## config.mk

```make
export PLATFORM = sky130hd
export DESIGN_NAME = hb_read_watchdog
export DESIGN_NICKNAME = d
export VERILOG_FILES = /design/src/rtl/hb_read_watchdog.sv
export SDC_FILE = /design/constraint.sdc
export NUM_CORES = 1
export LEC_CHECK = 0
export ABC_AREA = 0
export CAP_MARGIN = 20
export CORE_MARGIN = 4
export CORE_UTILIZATION = 40
export CTS_CLUSTER_DIAMETER = 30
export CTS_CLUSTER_SIZE = 24
export DETAILED_ROUTE_END_ITERATION = 8
export PLACE_DENSITY = 0.65
export SETUP_SLACK_MARGIN = 0.3
export SLEW_MARGIN = 20
export SYNTH_ARGS = -nofsm -noshare
export SYNTH_HDL_FRONTEND = slang
export SYNTH_SLANG_ARGS = --single-unit
export TNS_END_PERCENT = 50
```

## constraint.sdc

```tcl
create_clock -name wb_clk_i -period 5.1 [get_ports wb_clk_i]
set_input_delay 1.02 -clock wb_clk_i [delete_from_list [all_inputs] [get_ports wb_clk_i]]
set_output_delay 1.02 -clock wb_clk_i [all_outputs]
set_load 0.05 [all_outputs]
```

## src/rtl/hb_read_watchdog.sv

```systemverilog
// Per-channel HyperBus read watchdog: arms on read start, reloads on RWDS activity,
// pulses timeout_o when a read stalls. Event counters exist only with HB_WDOG_EVT_CNT_EN.
module hb_read_watchdog #(
    parameter int NUM_CH = 2,
    parameter int CNT_W  = 8,
    parameter int EVT_W  = 4
) (
    input  logic                    wb_clk_i,
    input  logic                    wb_rst_i,
    input  logic [CNT_W-1:0]        timeout_cycles_i,
    input  logic [NUM_CH-1:0]       rd_start_i,
    input  logic [NUM_CH-1:0]       rd_done_i,
    input  logic [NUM_CH-1:0]       rwds_edge_i,
    input  logic [NUM_CH-1:0]       status_clr_i,
    output logic [NUM_CH-1:0]       busy_o,
    output logic [NUM_CH-1:0]       timeout_o,
    output logic [NUM_CH-1:0]       status_o,
    output logic [NUM_CH*EVT_W-1:0] evt_cnt_o
);

    localparam logic [0:0] IDLE  = 1'b0;
    localparam logic [0:0] ARMED = 1'b1;

    for (genvar n = 0; n < NUM_CH; n++) begin : g_ch
        logic [0:0]       state_r;
        logic [CNT_W-1:0] cnt_r;
        logic             timeout_r;
        logic             status_r;
        logic             expire_s;

        // Expiry only when armed, counter drained and no start/done/edge this cycle.
        assign expire_s = (state_r == ARMED) && !rd_start_i[n] && !rd_done_i[n]
                          && !rwds_edge_i[n] && (cnt_r == {CNT_W{1'b0}});

        // Channel FSM, down-counter, timeout pulse and sticky status.
        always_ff @(posedge wb_clk_i or posedge wb_rst_i) begin
            if (wb_rst_i) begin
                state_r   <= IDLE;
                cnt_r     <= {CNT_W{1'b0}};
                timeout_r <= 1'b0;
                status_r  <= 1'b0;
            end else begin
                timeout_r <= expire_s;
                case (state_r)
                    IDLE: begin
                        if (rd_start_i[n]) begin
                            cnt_r   <= timeout_cycles_i;
                            state_r <= ARMED;
                        end else begin
                            state_r <= IDLE;
                        end
                    end
                    ARMED: begin
                        if (rd_start_i[n]) begin
                            cnt_r <= timeout_cycles_i;
                        end else if (rd_done_i[n]) begin
                            state_r <= IDLE;
                        end else if (rwds_edge_i[n]) begin
                            cnt_r <= timeout_cycles_i;
                        end else if (cnt_r != {CNT_W{1'b0}}) begin
                            cnt_r <= cnt_r - {{(CNT_W-1){1'b0}}, 1'b1};
                        end else begin
                            state_r <= IDLE;
                        end
                    end
                    default: begin
                        state_r <= IDLE;
                    end
                endcase
                // A timeout in the same cycle as a clear leaves the flag set.
                if (expire_s) begin
                    status_r <= 1'b1;
                end else if (status_clr_i[n]) begin
                    status_r <= 1'b0;
                end else begin
                    status_r <= status_r;
                end
            end
        end

        assign busy_o[n]    = (state_r == ARMED);
        assign timeout_o[n] = timeout_r;
        assign status_o[n]  = status_r;

`ifdef HB_WDOG_EVT_CNT_EN
        logic [EVT_W-1:0] evt_r;

        // Saturating timeout event counter; untouched by status clear.
        always_ff @(posedge wb_clk_i or posedge wb_rst_i) begin
            if (wb_rst_i) begin
                evt_r <= {EVT_W{1'b0}};
            end else if (expire_s && (evt_r != {EVT_W{1'b1}})) begin
                evt_r <= evt_r + {{(EVT_W-1){1'b0}}, 1'b1};
            end else begin
                evt_r <= evt_r;
            end
        end

        assign evt_cnt_o[n*EVT_W +: EVT_W] = evt_r;
`else
        assign evt_cnt_o[n*EVT_W +: EVT_W] = {EVT_W{1'b0}};
`endif
    end

endmodule
```

## Yosys cells after proc, flatten, opt, wreduce, memory -nomap -nowiden

Cells that the tools add are included.

- Register bits: 22
- Latch bits: 0
- RAM bits: 0
- ROM bits: 0
- Bits of input ports: 18
- Output and inout port bits: 14
- Logic and storage cells: 68
- Memories: 0

- Add/subtract/negate cells: 2
- Multiply operators: 0
- Divide/modulo/power cells: 0
- Magnitude comparators: 0
- Equal/unequal tests: 6
- Shift operators: 0
- Mux-type cells: 28
- Bitwise logic cells: 2
- Reductions and logical operators: 22

Operators with widths:

| operator | count |
|---|---|
| $mux W8 | 10 |
| $pmux W8 S2 | 2 |
| $logic_not A8 Y1 | 2 |
| $reduce_bool A8 Y1 | 2 |
| $sub A8 B1 Y8 const B | 2 |
| $mux W1 | 14 |
| $logic_and A1 B1 Y1 | 8 |
| $ne A4 B3 Y1 const B | 2 |
| $logic_not A1 Y1 | 6 |
| $ne A3 B3 Y1 const B | 2 |
| $reduce_and A3 Y1 | 2 |
| $ne A2 B2 Y1 const B | 2 |
| $pmux W1 S2 | 2 |
| $reduce_bool A2 Y1 | 2 |
| $not A1 Y1 | 2 |

## Longest topological paths before layout

Gate-level depths: netlist of the first run.

- Depth in word-level cells: 6
- Mapped depth: 7
- Mapped depth without buffers: 6

## Worst setup path before layout of the first run

Ideal clock, no wire load.

- Kind: input-to-reg
- Start: input rwds_edge_i[0]
- End: register g_ch[0].cnt_r[4]
- Library setup time: 78 ps
- Data arrival time: 2161 ps
- Data required time: 5022 ps
- Path slack: 2861 ps
- Stages on the path: 6
- Path buffers: 2
- Cells stage by stage: or3b_2 -> clkbuf_1 -> buf_2 -> nor4_1 -> a21oi_1 -> o2bb2ai_1

- Cells in the longest elaborated chain, start to end: 4
- Elaborated cells on any way between the ends: 6
- Classes of those cells: eq/ne: 1; mux: 4; reduce/logical: 1

RTL lines:

| what | RTL line | source |
|---|---|---|
| start: declaration | 13 | `input logic [NUM_CH-1:0] rwds_edge_i,` |
| $mux W8 | 58 | `end else if (rwds_edge_i[n]) begin` |
| $mux W8 | 56 | `end else if (rd_done_i[n]) begin` |
| $mux W8 | 54 | `if (rd_start_i[n]) begin` |
| $pmux W8 S2 | 44 | `case (state_r)` |
| end signal: assignment | 47 | `cnt_r <= timeout_cycles_i;` |
| end signal: assignment | 55 | `cnt_r <= timeout_cycles_i;` |
| end signal: assignment | 59 | `cnt_r <= timeout_cycles_i;` |
| end: declaration | 26 | `logic [CNT_W-1:0] cnt_r;` |

Several ways; a longest one is shown, not always the timed one. The select of a mux whose other input is x is not followed.
A chain may end at the register's enable or synchronous reset.

## Final worst setup path of the first run

- Start: input rd_start_i[1]
- End: register g_ch[1].cnt_r[7]

- Cells in the longest elaborated chain, start to end: 2
- Elaborated cells on any way between the ends: 6
- Classes of those cells: eq/ne: 3; mux: 2; reduce/logical: 1

RTL lines:

| what | RTL line | source |
|---|---|---|
| start: declaration | 11 | `input logic [NUM_CH-1:0] rd_start_i,` |
| $ne A4 B3 Y1 (no source line) (tied with other cells) | n/a |  |
| $reduce_and A3 Y1 (no source line) or $pmux W8 S2 (tied branches) | n/a |  |
| end signal: assignment | 39 | `cnt_r <= {CNT_W{1'b0}};` |
| end signal: assignment | 47 |  |
| end signal: assignment | 55 |  |
| end: declaration | 26 |  |

Several ways; a longest one is shown, not always the timed one.

==> impl_results.md, run 1 <==
- Number of inserted diodes: 0
- Area growth syn-to-layout: 15.7%
- GRT Total Usage: between 10% and 20%
- Largest area contributor in the netlist: dfrtp_1
- Average cell area after synthesis: about 9.1 um2
- Setup CP Type: primary input to flop
- Part of the cycle the worst path needs: 52.3%
- Detailed Routing Iterations Pass 1: 4
- Wire length per cell after detailed routing: 14.6 um
- Least-Margin Pin Slew: 821 ps
- Via Count: 1257
- Cell count after placement: between 200 and 250
- Core box area: 3440 um2
- Share of post-route cells with drive strength above 1: around an eighth
- Static Leakage: 0.709 nW
- CTS Hold Buffers Added: 0
- Number of max-slew violations in the final report: 0
- Final cell count without fillers: between 200 and 250
- Number of port buffers: 23
- I/O pin count: 32
- Library cell used as clock root buffer: clkbuf_8
- Wire length of the first global-routing pass: about 5300 um
- Post-synthesis sequential area ratio: 37.3%
- Highest Clock Rate: 375 MHz
- Startpoint class of the critical path: primary input
- Setup repair after global routing missed its margin: no
- Total routed wirelength: 3240 um
- Clk buf depth: 2
- Count of final hold-check violations: 0
- DRC marker count from the first detailed-route iteration: 39
- DRC violation count after routing: 0
- Y dimension of the die: around 69 um
- Number of flip-flops and latches in the synthesized netlist: 22
- Initial cell density of the core: 42.9%
- Count of flip-flops with a built-in enable after synthesis: 0
- Max_cap viols: 0
- FFs w/ async S/R, synth: 100%
- Post-layout min period: 2670 ps
- Flop pwr share: 45.7%
- Post-Synthesis Cell Area: 1480 um2
- Die Wd: 68.8 um
- Share of Yosys cell area claimed by the top area cell type: 37.3%
- Clock tree from TritonCTS: built
- Unique cell type count in the Yosys netlist: 40
- Net total in the final layout: 199
- Result of the run: finished, final reports clean
- Total congestion overflow: 0
- Clock latency on the worst-skew pair: 270 ps
- Top cells by count, synth: dfrtp_1, o21ai_0, buf_4, inv_1
- Internal power: 0.000318 W
- Sink Count: 22
- Yosys warning total: 0
- Resized cells post-CTS: 0
- Clock transition at the registers of the reported paths: approximately 80 ps
- Vias per Instance: 5.66
- Pwr per Cell Area: ~280 nW/um2
- Total negative slack for setup checks: 0 ps
- Slew Limit Headroom: a little under half
- Clock group share of total power: between 20% and 30%
- Final RePlAce weighted congestion: 0.906
- Post-DP HPWL: 2490 um
- Switching share of power: 34.7%
- Placed cell area: 1650 um2
- Clock buffers created by TritonCTS: 3
- Tightest Hold Check Type: flop to flop
- Most used standard cell by instance count after synthesis: dfrtp_1
- Switching power summed over all nets: around 0.00017 W
- Area of all placed cells without fillers: approximately 1700 um2
- Leading register cell type out of synthesis: dfrtp_1
- Residual antenna-violating net count after detailed routing: 0
- Worst endpoint data arrival time: roughly 2800 ps
- Peak supply drop: about 0.095 mV
- Top area cells in the synthesized netlist: dfrtp_1, buf_4, o21ai_0, inv_1, ha_1
- Number of global-route vias before repair: around 1200
- Share of power burned in combinational logic: approximately 28%
- H-tree lvl count: 1
- # setup viols final: 0
- Req. time, crit path: 5240 ps
- Critical path peak fanout: 14
- Setup Skew: approximately 3.7 ps
- Maximum number of pins on one net before global-route repair: 24
- Number of post-CTS setup repair buffers: 0
- Instance count of the mapped netlist: 163
- Register-to-register setup slack: 2970 ps
- Number of cell rows: 21
- Initial antenna violation count: 0
- Area of the die: 4730 um2
- Critical Path End Type: flop
## layer usage
layer	vias to the layer above	wire length, um	global-route usage, %	share of wire [%]
li1	599	-	-	-
met1	610	1460	19.8	45
met2	43	1530	24.7	47
met3	5	188	1.30	5.8
met4	0	66	7.30	2.0
met5	-	0	0	0
## power groups by stage
stage	logic [W]	clock network (W)	registers [W]
2_1_floorplan	0.000108	0	0.000218
3_3_place_gp	0.000131	0	0.000223
3_5_place_dp	0.000135	0	0.000226
4_1_cts	0.000135	0.000132	0.000222
5_1_grt	0.000152	0.000136	0.000226
6_report	0.000136	0.000128	0.000222
## per-stage QoR
stage / hold WS, ps / util, % / setup WS, ps / power [W]
after global routing: 507 / 49.7 / 2250 / 0.000514
after global placement: 463 / 47.9 / 1900 / 0.000354
final: 485 / 49.7 / 2430 / 0.000487
after floorplan: 455 / - / 2860 / 0.000326
after CTS: 493 / 49.5 / 2100 / 0.000489
after detailed placement: 475 / 47.9 / 1830 / 0.000360
## cells in the final DEF (no fill, tap or decap), types with 2 or more instances in the layout
cell / netlist / layout
dfrtp_1: 22 / 22
o2bb2ai_1: 4 / 4
a22oi_1: 6 / 6
nor2_1: 9 / 9
or3_1: 2 / 2
inv_1: 14 / 14
o21ai_0: 17 / 17
or2_2: 2 / 2
a21oi_1: 9 / 9
or3b_2: 3 / 3
nor3_1: 6 / 6
clkbuf_8: 0 / 4
o22ai_1: 6 / 6
conb_1: 1 / 8
nand2_1: 3 / 3
o21ai_2: 3 / 3
nand4_1: 4 / 4
nor4_1: 5 / 5
ha_1: 4 / 4
a21o_1: 2 / 2
nand3_1: 2 / 2
nand2b_1: 3 / 3
clkdlybuf4s50_1: 0 / 23
## flip-flops by register name, indices dropped and copies added, names as in the netlist
signal / flops
g_ch.status_r: 2
g_ch.state_r: 2
g_ch.cnt_r: 16
g_ch.timeout_r: 2
## final timing paths
path | start | to | depth (start not counted)
max reg2reg | g_ch[0].cnt_r[0] | g_ch[0].cnt_r[4] | 6
max in group asynchronous | wb_rst_i | g_ch[1].cnt_r[3] | 2
min | g_ch[0].status_r | g_ch[0].status_r | 1
min reg2reg | g_ch[0].status_r | g_ch[0].status_r | 1
max | rd_start_i[1] | g_ch[1].cnt_r[7] | 5
min in group asynchronous | wb_rst_i | g_ch[0].cnt_r[5] | 2
## worst max-delay path, cell delays in order
cell	delay [ps]
clkdlybuf4s50_1	640
nor3b_2	690
o21ai_0	220
o21ai_0	140
a22oi_1	90
## final cells by class
type	count	area [um2]
clock buffers	4	55.1
inverters	15	56.3
well taps	46	57.6
repair buffers	23	230
flip-flops and latches	22	551
multi-input cells	112	759
fillers	310	1730
## logic make-up after synthesis
group,Yosys count,synth area share [%]
mux,1,0.762
simple gates,46,19.9
buf+inv,36,13.5
fa+ha+maj,4,3.39
flops,22,37.3
compound gates,53,25.0
other cells,1,0.254
Power figures use the tool's default switching activity.
==> inputs of run 2 (changes only) <==
--- a/config.mk
+++ b/config.mk
@@ -12,7 +12,7 @@
 export CTS_CLUSTER_DIAMETER = 30
 export CTS_CLUSTER_SIZE = 24
 export DETAILED_ROUTE_END_ITERATION = 8
-export PLACE_DENSITY = 0.65
+export PLACE_DENSITY = 0.68
 export SETUP_SLACK_MARGIN = 0.3
 export SLEW_MARGIN = 20
 export SYNTH_ARGS = -nofsm -noshare
==> constraint.sdc (replaced) <==
create_clock -name wb_clk_i -period 2.2 [get_ports wb_clk_i]
set_input_delay 0.44 -clock wb_clk_i [delete_from_list [all_inputs] [get_ports wb_clk_i]]
set_output_delay 0.44 -clock wb_clk_i [all_outputs]
set_load 0.05 [all_outputs]
==> run 2 against run 1 <==
Critical path depth fell by 4. First-iteration DRC count is 46% higher. Combinational power rose to 2.6 times the previous value. Via count is 2.7% higher. Register-to-register slack lost 2600 ps. Largest cell class unchanged. Clock power is 97% higher. Critical path type is now flop to output port. Clock skew shrank 2.4 ps. Sequential cell count is the same. Count of clock-buffer cells in the layout fell by 1. Worst hold slack improved by 3.1 ps. Die area unchanged.
==> impl_results.md, run 2 (synthesized netlist as in run 1, its figures left out) <==
- Initial antenna violation count: 0 (unchanged)
- Setup CP Type: flop to output port
- Library cell used as clock root buffer: clkbuf_8
- Vias per Instance: 5.54 (-2.1%)
- Tightest Hold Check Type: primary input to asynchronous set/reset pin
- Req. time, crit path: 1760 ps (-3480 ps)
- Number of global-route vias before repair: 1316 (+14%)
- Wire length per cell after detailed routing: 15.1 um (+3.1%)
- Wire length of the first global-routing pass: 5980 um (+12%)
- Least-Margin Pin Slew: 615 ps (-206 ps)
- Flop pwr share: 46.1% (+0.4 points)
- Peak supply drop: 0.193 mV (+100%)
- Largest stage delay on the critical path: 810 ps (+120 ps)
- Critical Path End Type: output port
- Max_cap viols: 0 (unchanged)
- Count of final hold-check violations: 0 (unchanged)
- Number of buffer and inverter instances along the worst setup path: 1 (unchanged)
- I/O pin count: 32 (unchanged)
- Die Wd: 68.8 um (unchanged)
- # setup viols final: 0 (unchanged)
- Post-DP HPWL: 2630 um (+5.7%)
- Number of port buffers: 23 (unchanged)
- GRT Total Usage: 16.7% (+1.7 points)
- Post-layout min period: 1890 ps
- Clock buffers created by TritonCTS: 3 (unchanged)
- Highest Clock Rate: 529 MHz
- Switching power summed over all nets: 0.000392 W (+130%)
- H-tree lvl count: 1 (unchanged)
- Maximum number of pins on one net before global-route repair: 19 (-21%)
- Number of cell rows: 21 (unchanged)
- Count of filler cells inserted in the layout: 318 (+2.6%)
- Startpoint class of the critical path: flop
- Number of flip-flops in the largest register: 16 (unchanged)
- Clock transition at the registers of the reported paths: 80 ps (about the same)
- Total routed wirelength: 3510 um (+8.2%)
- Share of post-route cells with drive strength above 1: 18.2% (+5.1 points)
- Reg with most FFs: g_ch.cnt_r
- Total congestion overflow: 0 (unchanged)
- DRC violation count after routing: 0 (unchanged)
- Share of power burned in combinational logic: 31.4% (+3.5 points)
- Clk buf depth: 2 (unchanged)
- Static Leakage: 0.771 nW (+8.6%)
- Area growth syn-to-layout: 21.8%
- Y dimension of the die: 68.8 um (unchanged)
- Slowest CP cell: clkdlybuf4s50_1
- Clock group share of total power: 22.6% (-3.8 points)
- Most frequent cells in the layout: dfrtp_1, clkdlybuf4s50_1, o21ai_0
- Clock latency on the worst-skew pair: 260 ps (about the same)
- Worst-case reg-to-reg path depth: 7 (+1)
- Family of cells with the greatest summed delay on the critical path: buffers and inverters
- Initial cell density of the core: 42.9% (unchanged)
- Core box area: 3440 um2 (unchanged)
- Net total in the final layout: 211 (+6.0%)
- Switching share of power: 35.1% (+0.44 points)
- Area of the die: 4730 um2 (unchanged)
- Detailed Routing Iterations Pass 1: 4 (unchanged)
- Setup Skew: 1.32 ps (-2.38 ps)
- Crit path depth: 1 (-4)
- Pwr per Cell Area: 619 nW/um2 (+120%)
- Internal power: 0.000723 W (+130%)
- Slew Limit Headroom: 58.7% (+13 points)
- DRC marker count from the first detailed-route iteration: 57 (+46%)
- Sink Count: 22 (unchanged)
- Residual antenna-violating net count after detailed routing: 0 (unchanged)
- Number of max-slew violations in the final report: 0 (unchanged)
- Clock tree from TritonCTS: built
- Part of the cycle the worst path needs: 86.0%
- Total negative slack for setup checks: 0 ps (unchanged)
- Worst Hold Margin: 488 ps (+3.14 ps)
- Worst endpoint data arrival time: 1450 ps (-1360 ps)
- Result of the run: finished, final reports clean
- Number of inserted diodes: 0 (unchanged)
- Final RePlAce weighted congestion: 0.840 (-7.3%)
- Setup repair after global routing missed its margin: yes
- CP cell instances: clkdlybuf4s50_1
- CTS Hold Buffers Added: 0 (unchanged)
- Critical path peak fanout: 4 (-10)
- Via Count: 1291 (+2.7%)
[run 2: cell count changes in the layout (fill, tap and decap cells not counted)]
cell,before,now
buf_12,0,1
buf_4,0,11
clkbuf_8,4,3
clkdlybuf4s50_1,23,22
dlymetal6s2s_1,0,1
inv_1,14,13
inv_2,1,2
nor3b_1,0,1
nor3b_2,1,0
or3b_2,3,1
or3b_4,0,2
[run 2: worst paths after layout]
check	startpoint	endpoint	slack, ps
worst max-delay path	g_ch[1].state_r	busy_o[1]	310
worst min-delay path	wb_rst_i	g_ch[1].status_r	490
worst max register to register	g_ch[0].cnt_r[0]	g_ch[0].cnt_r[4]	390
worst min register to register	g_ch[0].status_r	g_ch[0].status_r	490
max in group asynchronous	wb_rst_i	g_ch[1].cnt_r[3]	1560
min in group wb_clk_i	g_ch[0].status_r	g_ch[0].status_r	490
[run 2: routing by layer]
metal | track usage (%) | vias to the layer above | wire, um
met1 | 22.8 | 617 | 1500
met5 | 0 | - | 0
li1 | - | 614 | -
met2 | 26.7 | 56 | 1730
met3 | 1.78 | 4 | 227
met4 | 6.81 | 0 | 44
[run 2: area by class of cell]
| cell class | instances | area [um2] | share of cell area (%) |
|---|---|---|---|
| multi-input combinational | 112 | 759 | 42.2 |
| sequential | 22 | 551 | 30.6 |
| timing repair buffer | 35 | 335 | 18.6 |
| tap | 46 | 57.6 | 3.20 |
| inverter | 15 | 56.3 | 3.13 |
| clock buffer | 3 | 41.3 | 2.29 |
[run 2: worst min-delay path, stage by stage]
cell and delay [ps]:
clkdlybuf4s50_1 400, inv_1 70, buf_4 200
[run 2: stage by stage]
step	setup WS [ps]	instances	area, um2	power, W	utilization [%]
after global placement	138	228	1720	0.000838	50.1
after floorplan	488	170	1500	0.000755	-
after global routing	271	233	1800	0.00118	52.3
final	309	233	1800	0.00111	52.3
after detailed placement	72.8	228	1720	0.000854	50.1
after CTS	292	233	1800	0.00111	52.2
[run 2: power by group through the flow]
stage	Combinational (W)	Sequential (W)	Clock, W
global placement	0.000324	0.000514	0
global route	0.000387	0.000526	0.000270
floorplan	0.000250	0.000505	0
CTS	0.000347	0.000511	0.000256
finish	0.000350	0.000513	0.000252
detailed placement	0.000336	0.000518	0
[run 2: timing repair]
action,CTS,global route
cloned,0,0
pin swaps,1,0
buffers inserted,2,0
resized for setup,1,3
setup endpoints to repair,9,7
==> inputs of run 3 (changes only) <==
--- a/config.mk
+++ b/config.mk
@@ -7,12 +7,13 @@
 export LEC_CHECK = 0
 export ABC_AREA = 0
 export CAP_MARGIN = 20
-export CORE_MARGIN = 4
+export CORE_ASPECT_RATIO = 1.75
+export CORE_MARGIN = 1.5
 export CORE_UTILIZATION = 40
 export CTS_CLUSTER_DIAMETER = 30
 export CTS_CLUSTER_SIZE = 24
 export DETAILED_ROUTE_END_ITERATION = 8
-export PLACE_DENSITY = 0.68
+export PLACE_DENSITY = 0.65
 export SETUP_SLACK_MARGIN = 0.3
 export SLEW_MARGIN = 20
 export SYNTH_ARGS = -nofsm -noshare
==> run 3 against run 2 <==
First-iteration DRC count is 30% lower. Die area is 14% lower. Worst hold slack worse by 6.9 ps. Count of clock-buffer cells in the layout is 1 higher. Register-to-register slack worse by 20 ps. Utilization is 2.3 points lower.
==> impl_results.md, run 3 (synthesized netlist as in run 1, its figures left out) <==
- Clock buffers created by TritonCTS: 3 (unchanged)
- Most frequent cells in the layout: dfrtp_1, clkdlybuf4s50_1, o21ai_0
- Slew Limit Headroom: 64.3% (+5.7 points)
- Clock latency on the worst-skew pair: 260 ps (about the same)
- Y dimension of the die: 83.4 um (+21%)
- Wire length per cell after detailed routing: 14.5 um (-3.4%)
- Critical path peak fanout: 3 (-1)
- Core box area: 3590 um2 (+4.4%)
- Post-layout min period: 1900 ps (+12.6 ps)
- Placed cell area: 1690 um2 (-1.7%)
- Number of global-route vias before repair: 1194 (-9.3%)
- Number of inserted diodes: 0 (unchanged)
- Sink Count: 22 (unchanged)
- Worst endpoint data arrival time: 1460 ps (about the same)
- Number of flip-flops in the largest register: 16 (unchanged)
- Clock transition at the registers of the reported paths: 80 ps (about the same)
- Total routed wirelength: 3390 um (-3.4%)
- Storage cell area: 551 um2 (unchanged)
- CTS Hold Buffers Added: 0 (unchanged)
- Family of cells with the greatest summed delay on the critical path: buffers and inverters
- Req. time, crit path: 1760 ps (about the same)
- GRT Total Usage: 16.6% (-0.080 points)
- Register-to-register setup slack: 370 ps (-20 ps)
- Total congestion overflow: 0 (unchanged)
- CP cell instances: clkdlybuf4s50_1
- H-tree lvl count: 1 (unchanged)
- Largest stage delay on the critical path: 830 ps (+20 ps)
- Area of the die: 4080 um2 (-14%)
- Residual antenna-violating net count after detailed routing: 0 (unchanged)
- Setup Skew: 5.08 ps (+3.76 ps)
- Max_cap viols: 0 (unchanged)
- Detailed Routing Iterations Pass 1: 4 (unchanged)
- Cell count after placement: 224 (-1.8%)
- Total length of routed met2 wires: 1870 um (+7.7%)
- Net total in the final layout: 210 (-0.47%)
- Area growth syn-to-layout: 21.5%
- Setup repair after global routing missed its margin: yes
- Maximum number of pins on one net before global-route repair: 24 (+5)
- Peak supply drop: 0.487 mV (+150%)
- DRC violation count after routing: 0 (unchanged)
- Wire length of the first global-routing pass: 5290 um (-11%)
- Highest Clock Rate: 525 MHz (-0.66%)
- I/O pin count: 32 (unchanged)
- Slowest CP cell: clkdlybuf4s50_1
- Number of max-slew violations in the final report: 0 (unchanged)
- Final cell count without fillers: 233 (unchanged)
- Reg with most FFs: g_ch.cnt_r
- Least-Margin Pin Slew: 531 ps (-84.6 ps)
- Multi-input gate area in the final layout: 759 um2 (unchanged)
- DRC marker count from the first detailed-route iteration: 40 (-30%)
- Pwr per Cell Area: 645 nW/um2 (+4.2%)
- Die Wd: 48.9 um (-29%)
- # setup viols final: 0 (unchanged)
- Count of final hold-check violations: 0 (unchanged)
- Tightest Hold Check Type: flop to flop
- Number of buffer and inverter instances along the worst setup path: 1 (unchanged)
- Share of post-route cells with drive strength above 1: 18.2% (unchanged)
- Clk buf depth: 2 (unchanged)
- Result of the run: finished, final reports clean
- Area of all placed cells without fillers: 1800 um2 (-0.28%)
- Library cell used as clock root buffer: clkbuf_8
- Via Count: 1275 (-1.2%)
- Count of filler cells inserted in the layout: 331 (+4.1%)
- Met1 wire length: 1330 um (-11%)
- Vias per Instance: 5.47 (-1.2%)
- Met3 Wirelength: 126 um (-44%)
- Part of the cycle the worst path needs: 86.5% (+0.57 points)
- Initial antenna violation count: 0 (unchanged)
- Final RePlAce weighted congestion: 0.898 (+7.0%)
- Number of cell rows: 29 (+38%)
- Static Leakage: 0.770 nW (about the same)
- Startpoint class of the critical path: flop
- Initial cell density of the core: 41.1% (-1.8 points)
- Highest metal layer with signal wires: met4
- Setup CP Type: flop to output port
- Clock tree from TritonCTS: built
- Critical Path End Type: output port
- Post-DP HPWL: 2480 um (-5.7%)
- Number of port buffers: 23 (unchanged)
[run 3: what timing repair did]
action / CTS / global route
gates cloned: 0 / 1
hold endpoints to repair: 0 / 0
setup endpoints to repair: 7 / 8
gates resized for setup: 2 / 4
pin swaps: 0 / 1
buffers inserted: 2 / 2
[run 3: cell type report]
cell class / count / area share, %
inverters: 15 / 3.14
well taps: 46 / 3.21
clock buffers: 4 / 3.07
flip-flops and latches: 22 / 30.7
repair buffers: 34 / 17.6
multi-input cells: 112 / 42.3
[run 3: power breakdown]
| group | internal, W | switching, W |
|---|---|---|
| clock | 0.000159 | 0.000133 |
| combinational | 0.000150 | 0.000202 |
| sequential | 0.000453 | 0.0000610 |
| total | 0.000762 | 0.000396 |
[run 3: path summary, 6_finish.rpt]
check | endpoint | cells past startpoint | start
worst max-delay path | busy_o[0] | 1 | g_ch[0].state_r
worst min-delay path | g_ch[0].status_r | 1 | g_ch[0].status_r
worst max register to register | g_ch[0].cnt_r[2] | 8 | g_ch[0].cnt_r[0]
worst min register to register | g_ch[0].status_r | 1 | g_ch[0].status_r
max in group asynchronous | g_ch[0].status_r | 3 | wb_rst_i
min in group asynchronous | g_ch[0].cnt_r[4] | 3 | wb_rst_i
[run 3: metal layers]
| metal | track usage, % | vias up |
|---|---|---|
| met1 | 18.5 | 619 |
| met2 | 29.8 | 39 |
| met3 | 2.52 | 6 |
| met5 | 0 | - |
| li1 | - | 611 |
| met4 | 8.31 | 0 |
[run 3: stage by stage]
step | hold slack [ps] | total power [W] | setup TNS, ps | setup WS, ps | util (%)
finish | 481 | 0.00116 | 0 | 296 | 50.0
global route | 497 | 0.00122 | 0 | 245 | 50.0
CTS | 486 | 0.00114 | 0 | 280 | 49.3
detailed placement | 468 | 0.000844 | -75.0 | -48.3 | 47.2
global placement | 462 | 0.000831 | 0 | 67.3 | 47.2
floorplan | 429 | 0.000755 | 0 | 488 | -
